==> src/rtl/lcd_pkg.sv <==
// Shared definitions for the LCD FIFO write/read side: FSM encoding,
// default watermarks and burst length, and the round-robin pick helper.
package lcd_pkg;

  typedef enum logic {
    ST_IDLE  = 1'b0,
    ST_BURST = 1'b1
  } arb_state_t;

  localparam int LCD_ALMOSTFULL_DEPTH  = 768;
  localparam int LCD_ALMOSTEMPTY_DEPTH = 128;
  localparam int LCD_BURST_LEN         = 64;
  localparam int LCD_FIFO_CNT_W        = 10;
  localparam int LCD_NUM_SRC           = 2;

  // With both sources asking, the one not served last wins; otherwise the lone requester.
  function automatic logic [1:0] rr_pick(input logic [1:0] req, input logic last_src);
    if (req == 2'b11) rr_pick = last_src ? 2'b01 : 2'b10;
    else              rr_pick = req;
  endfunction

endpackage

==> src/rtl/lcd_fifo_wr_arbiter_if.sv <==
// Source/FIFO handshake bundle of the LCD FIFO write arbiter.
interface lcd_fifo_wr_arbiter_if
  import lcd_pkg::*;
#(
  parameter int DATA_W = 24
);

  logic [1:0]                src_req;
  logic [1:0]                src_data_en;
  logic [1:0]                src_last;
  logic [DATA_W-1:0]         src_data0;
  logic [DATA_W-1:0]         src_data1;
  logic [1:0]                src_request;
  logic                      fifo_wr_en;
  logic [DATA_W-1:0]         fifo_din;
  logic                      fifo_full;
  logic [LCD_FIFO_CNT_W-1:0] fifo_wr_cnt;
  logic [1:0]                grant;

  modport master (
    input  src_req, src_data_en, src_last, src_data0, src_data1, fifo_full, fifo_wr_cnt,
    output src_request, fifo_wr_en, fifo_din, grant
  );

  modport slave (
    output src_req, src_data_en, src_last, src_data0, src_data1, fifo_full, fifo_wr_cnt,
    input  src_request, fifo_wr_en, fifo_din, grant
  );

endinterface

==> src/rtl/lcd_fifo_watermark.sv <==
// Hysteresis flag over a FIFO fill count: drops at the almost-full mark or on
// full, rises again only once the level falls below the almost-empty mark.
module lcd_fifo_watermark #(
  parameter int FULL_DEPTH  = 768,
  parameter int EMPTY_DEPTH = 128,
  parameter int CNT_W       = 10
) (
  input  logic             clk,
  input  logic             rst,
  input  logic [CNT_W-1:0] fifo_cnt,
  input  logic             fifo_full,
  output logic             ready
);

  logic ready_reg, ready_next;

  always_comb begin
    ready_next = ready_reg;
    if ((int'(fifo_cnt) >= FULL_DEPTH) || fifo_full) ready_next = 1'b0;
    else if (int'(fifo_cnt) < EMPTY_DEPTH)           ready_next = 1'b1;
  end

  always_ff @(posedge clk) begin
    if (rst) ready_reg <= 1'b0;
    else     ready_reg <= ready_next;
  end

  assign ready = ready_reg;

endmodule

==> src/rtl/lcd_fifo_wr_arbiter.sv <==
// Two-source round-robin burst arbiter feeding the LCD pixel FIFO write port,
// throttled by a watermark flag and hard-gated by fifo_full.
module lcd_fifo_wr_arbiter
  import lcd_pkg::*;
#(
  parameter int FIFO_ALMOSTFULL_DEPTH  = LCD_ALMOSTFULL_DEPTH,
  parameter int FIFO_ALMOSTEMPTY_DEPTH = LCD_ALMOSTEMPTY_DEPTH,
  parameter int BURST_LEN              = LCD_BURST_LEN,
  parameter int DATA_W                 = 24
) (
  input  logic                  fifo_wr_clk,
  input  logic                  rst,
  lcd_fifo_wr_arbiter_if.master bus
);

  localparam int BEAT_W = ($clog2(BURST_LEN) < 6) ? 6 : $clog2(BURST_LEN);
  localparam logic [BEAT_W-1:0] LAST_BEAT = BEAT_W'(BURST_LEN - 1);

  logic              wr_ready;
  arb_state_t        state_reg, state_next;
  logic [1:0]        grant_reg, grant_next;
  logic              last_src_reg, last_src_next;
  logic [BEAT_W-1:0] beat_reg, beat_next;
  logic              g_idx;
  logic              in_burst;
  logic              flow_ok;
  logic [1:0]        request_vec;
  logic              wr_en;
  logic              end_burst;

  lcd_fifo_watermark #(
    .FULL_DEPTH  (FIFO_ALMOSTFULL_DEPTH),
    .EMPTY_DEPTH (FIFO_ALMOSTEMPTY_DEPTH),
    .CNT_W       (LCD_FIFO_CNT_W)
  ) u_watermark (
    .clk       (fifo_wr_clk),
    .rst       (rst),
    .fifo_cnt  (bus.fifo_wr_cnt),
    .fifo_full (bus.fifo_full),
    .ready     (wr_ready)
  );

  assign g_idx    = grant_reg[1];
  // Outputs are masked by rst so an abandoned burst cannot write in the reset cycle.
  assign in_burst = (state_reg == ST_BURST) && !rst;
  assign flow_ok  = in_burst && wr_ready && !bus.fifo_full;

  generate
    for (genvar gi = 0; gi < LCD_NUM_SRC; gi++) begin : g_req
      assign request_vec[gi] = flow_ok & grant_reg[gi];
    end
  endgenerate

  assign wr_en           = |(request_vec & bus.src_data_en);
  assign bus.src_request = request_vec;
  assign bus.fifo_wr_en  = wr_en;
  assign bus.fifo_din    = in_burst ? (g_idx ? bus.src_data1 : bus.src_data0) : '0;
  assign bus.grant       = grant_reg;

  always_comb begin
    state_next    = state_reg;
    grant_next    = grant_reg;
    last_src_next = last_src_reg;
    beat_next     = beat_reg;
    end_burst     = 1'b0;
    case (state_reg)
      ST_IDLE: begin
        if (wr_ready && (bus.src_req != 2'b00)) begin
          state_next = ST_BURST;
          grant_next = rr_pick(bus.src_req, last_src_reg);
          beat_next  = '0;
        end
      end
      ST_BURST: begin
        if (wr_en) begin
          beat_next = beat_reg + 1'b1;
          if ((beat_reg == LAST_BEAT) || bus.src_last[g_idx]) end_burst = 1'b1;
        end else if (!bus.src_req[g_idx]) begin
          end_burst = 1'b1;
        end
        if (end_burst) begin
          state_next    = ST_IDLE;
          grant_next    = 2'b00;
          last_src_next = g_idx;
        end
      end
      default: state_next = ST_IDLE;
    endcase
  end

  always_ff @(posedge fifo_wr_clk) begin
    if (rst) begin
      state_reg    <= ST_IDLE;
      grant_reg    <= 2'b00;
      last_src_reg <= 1'b1;
      beat_reg     <= '0;
    end else begin
      state_reg    <= state_next;
      grant_reg    <= grant_next;
      last_src_reg <= last_src_next;
      beat_reg     <= beat_next;
    end
  end

endmodule

==> src/flat_wrapper.sv <==
// flat-port wrapper written by rule: the top's interface ports become plain ports
module lcd_fifo_wr_arbiter_flat import lcd_pkg::*;
#(
  parameter int FIFO_ALMOSTFULL_DEPTH  = LCD_ALMOSTFULL_DEPTH,
  parameter int FIFO_ALMOSTEMPTY_DEPTH = LCD_ALMOSTEMPTY_DEPTH,
  parameter int BURST_LEN              = LCD_BURST_LEN,
  parameter int DATA_W                 = 24
)
  (fifo_wr_clk, rst, bus_src_req, bus_src_data_en, bus_src_last, bus_src_data0, bus_src_data1, bus_fifo_full, bus_fifo_wr_cnt, bus_src_request, bus_fifo_wr_en, bus_fifo_din, bus_grant);
  lcd_fifo_wr_arbiter_if #(.DATA_W(DATA_W)) bus_i ();
  input  logic fifo_wr_clk;
  input  logic rst;
  input wire logic [$bits(bus_i.src_req)-1:0] bus_src_req;
  input wire logic [$bits(bus_i.src_data_en)-1:0] bus_src_data_en;
  input wire logic [$bits(bus_i.src_last)-1:0] bus_src_last;
  input wire logic [$bits(bus_i.src_data0)-1:0] bus_src_data0;
  input wire logic [$bits(bus_i.src_data1)-1:0] bus_src_data1;
  input wire logic [$bits(bus_i.fifo_full)-1:0] bus_fifo_full;
  input wire logic [$bits(bus_i.fifo_wr_cnt)-1:0] bus_fifo_wr_cnt;
  output wire logic [$bits(bus_i.src_request)-1:0] bus_src_request;
  output wire logic [$bits(bus_i.fifo_wr_en)-1:0] bus_fifo_wr_en;
  output wire logic [$bits(bus_i.fifo_din)-1:0] bus_fifo_din;
  output wire logic [$bits(bus_i.grant)-1:0] bus_grant;
  assign bus_i.src_req = bus_src_req;
  assign bus_i.src_data_en = bus_src_data_en;
  assign bus_i.src_last = bus_src_last;
  assign bus_i.src_data0 = bus_src_data0;
  assign bus_i.src_data1 = bus_src_data1;
  assign bus_i.fifo_full = bus_fifo_full;
  assign bus_i.fifo_wr_cnt = bus_fifo_wr_cnt;
  assign bus_src_request = bus_i.src_request;
  assign bus_fifo_wr_en = bus_i.fifo_wr_en;
  assign bus_fifo_din = bus_i.fifo_din;
  assign bus_grant = bus_i.grant;
  lcd_fifo_wr_arbiter #(.FIFO_ALMOSTFULL_DEPTH(FIFO_ALMOSTFULL_DEPTH), .FIFO_ALMOSTEMPTY_DEPTH(FIFO_ALMOSTEMPTY_DEPTH), .BURST_LEN(BURST_LEN), .DATA_W(DATA_W)) u_core (.fifo_wr_clk(fifo_wr_clk), .rst(rst), .bus(bus_i));
endmodule
==> config.mk <==
export PLATFORM = sky130hd
export DESIGN_NAME = lcd_fifo_wr_arbiter_flat
export DESIGN_NICKNAME = d
export VERILOG_FILES = /design/src/rtl/lcd_pkg.sv /design/src/rtl/lcd_fifo_wr_arbiter_if.sv /design/src/rtl/lcd_fifo_watermark.sv /design/src/rtl/lcd_fifo_wr_arbiter.sv /design/src/flat_wrapper.sv
export SDC_FILE = /design/constraint.sdc
export NUM_CORES = 1
export LEC_CHECK = 0
export ABC_AREA = 1
export BUFFER_PORTS_ARGS = -buffer_cell sky130_fd_sc_hd__buf_2
export CAP_MARGIN = 25
export CORE_ASPECT_RATIO = 1.1
export CORE_UTILIZATION = 40
export CTS_BUF_LIST = sky130_fd_sc_hd__clkbuf_8
export CTS_CLUSTER_DIAMETER = 120
export DETAILED_ROUTE_END_ITERATION = 12
export GPL_ROUTABILITY_DRIVEN = 0
export PLACE_DENSITY = 0.95
export SYNTH_ARGS = -nofsm -noshare
export SYNTH_HDL_FRONTEND = slang
export SYNTH_SLANG_ARGS = --single-unit
==> constraint.sdc <==
create_clock -name fifo_wr_clk -period 1.8 [get_ports fifo_wr_clk]
set_input_delay 0.09 -clock fifo_wr_clk [delete_from_list [all_inputs] [get_ports fifo_wr_clk]]
set_output_delay 0.09 -clock fifo_wr_clk [all_outputs]
set_load 0.005 [all_outputs]
==> flow_summary.yaml <==
clock_tree:
  postCtsSetupRepairBufs: 0
  root_buffer: "clkbuf_8"
  clock_latency_ns: 0.23
  cts_tree: "yes"
  clkTransAtPathRegs_ns: 0.05
  cts_made_buffers: 3
  postCtsHoldBufs: 0
  clock_path_buffers: 2
  cts_resized: 0
  numClockSinks: 11
  htree_levels: 1
die:
  die_y_um: 53.7
  io_pins: 96
  design.die.area_um2: 2640
  rows: 18
  initial_core_util_pct: 42.8
  core_um2: 2270
  fp.dieW_um: 49.0
yosys:
  synth-edff-count: 0
  yosysMostFrequentCell: "nand2_1"
  ys.flop_type: "dfxtp_1"
  avgSynthCellArea_um2: 5.79
  synth-seq-cells: 11
  seq_area_frac_synth_pct: 22.6
  synth_simple_gate_area_share_pct: 43.2
  synth_xor_area_share_pct: 0.900
  synth.area.top_cells: "nand2_1, dfxtp_1, a21oi_1"
  yosys_warnings: 0
  synthAdderAreaFrac_pct: 1.29
  synthTopCellsByCount: "nand2_1, a21oi_1, dfxtp_1"
  synth_largest_area_cell: "nand2_1"
  synth_top_family_by_area: "simple AND/OR/NAND/NOR gates"
  yosysTopAreaCellShare_pct: 27.0
  synth_compound_area_share_pct: 23.4
  synthMuxAreaShare_pct: 0
  synth_cells: 168
  ys_types: 26
  syn_area_um2: 973
  syn_nets: 236
  synthArstFlopShare_pct: 0
final_layout:
  fin_util_pct: 64.6
  multi_input_comb_area_um2: 669
  drive_gt1_share_pct: 40.6
  seq_area_um2: 220
  n_antenna_cell: 0
  fillers: 226
  syn_to_final_growth_pct: 51.0
  instances_no_fill: 284
  largest_reg_flops: 6
  fin_nets: 323
  design_area_um2: 1470
sta:
  min_period_over_period_pct: 86.1
  tightest_slew_ns: 0.385
  fin_crit_ns: 1.55
  fin_tns_setup_ns: 0
  slew_violations: 0
  setup_slack_ns: 0.250
  relSlewSlack_pct: 74.3
  hold_slack_ns: 0.0441
  final-hold-violation-count: 0
  setup_violations: 0
  rsz0062_at_grt: "no"
  max_freq_mhz: 645
  clock_skew_ns: 0.00827
placement:
  place_ws_ns: 0.396
  dpl-instance-area_um2: 1430
  dp_hpwl_mm: 2.29
  port_buffers: 88
  place_inst: 280
hold_path:
  holdPathEnd: "u_core.u_watermark.ready"
  min-delay-start: "bus_fifo_wr_cnt[8]"
  min_path_type: "in2reg"
  hold_depth: 2
grt:
  grt.overflow.total: 0
  grt_pass1_vias: 1046
  grt_usage_pct: 20.9
  antenna_found_initial: 0
  grt_max_degree: 25
  grt_pass1_wl_mm: 4.22
routing:
  vias_per_cell: 4.77
  wl_met3_um: 127
  drt-met1-wl_mm: 1.24
  first_iter_violations: 36
  vias: 1356
  wl_met2_mm: 1.54
  routed.top_layer: "met4"
  wire_per_inst_um: 10.3
  drt_wl_total_mm: 2.92
  drcViolationCount: 0
  dr.pass1.iters: 4
  antenna_left: 0
power_and_ir_drop:
  finalPower_mw: 0.615
  vdd_ir_drop_max_mv: 0.335
  cellLeakagePower_nw: 0.858
  powerDensity_nw_per_um2: 418
critical_path:
  path_max_fanout: 19
  worst-r2r-setup-slack_ns: 0.38
  start_kind: "flip-flop"
  crit_required_ns: 1.71
  reg2reg_depth: 8
  r2r-start: "u_core.beat_reg[0]"
  critPathKind: "reg2out"
  worst_setup_path_end_kind: "primary output"
  rr_endpoint: "u_core.bus.grant[1]"
  arrival_ns: 1.46
run:
  cap_violations: 0
run_status:
  status: "finished clean"
cells by family after synthesis:
kind of cell    count (synthesis)
compound gates                 43
buf+inv                        19
fa+ha+maj                       1
simple gates                   93
xor+xnor                        1
flops                          11
how the worst max path moves through the flow:
stage,startpoint,end,slack [ns],depth (start not counted)
after floorplan,u_core.bus.grant[1],u_core.bus.grant[0],0.54,9
after global placement,u_core.bus.grant[1],u_core.bus.grant[1],0.43,9
after detailed placement,u_core.beat_reg[0],u_core.bus.grant[0],0.40,8
after CTS,u_core.bus.grant[1],bus_fifo_din[13],0.26,5
after global routing,u_core.state_reg,bus_fifo_din[13],0.12,5
final,u_core.bus.grant[1],bus_fifo_din[23],0.25,5
worst max-delay path, stage by stage, from the launching register on:
cell and delay, ns:
dfxtp_1 0.39, inv_2 0.21, buf_4 0.26, nand2_1 0.07, a21oi_1 0.16, buf_2 0.14
cell type report:
class                   instances  share of cell area (%)
clock buffers                   3                    2.81
clock inverters                 1                   0.255
inverters                      11                    2.89
multi-input cells             138                    45.5
flip-flops and latches         11                    15.0
well taps                      30                    2.55
repair buffers                 90                    31.0
power breakdown:
part / total [mW] / internal [mW] / switching [mW]
Combinational: 0.128 / 0.0673 / 0.0604
Clock: 0.237 / 0.149 / 0.0875
Sequential: 0.250 / 0.246 / 0.00373
Total: 0.615 / 0.463 / 0.152
cell usage in the layout, fill, tap and decap left out:
cell      Yosys  final
buf_4         1      2
nand2_4       1      1
a22oi_1       1      1
dfxtp_1      11     11
buf_2         0     88
nand4_4       2      2
a211oi_1      1      1
o21ai_0       2      2
xnor2_1       1      1
ha_1          1      1
inv_1         7      8
nand3_1       6      6
nand2_1      70     70
nor3_1        1      1
clkbuf_8      0      3
o21a_1        1      1
inv_2         3      3
a21oi_1      34     34
or2_2         1      1
clkinv_2      1      1
nand3_2       1      1
nand3b_1      1      1
o21ai_1       2      2
o211ai_1      2      2
nor2_4        1      1
nor2_1        9      9
per-layer routing:
metal  GRT usage (%)  vias up
met5               0        -
met4            6.37        0
met2            41.0       39
met1            23.2      594
li1                -      721
met3            3.67        2
(Power assumes the default switching activity.)
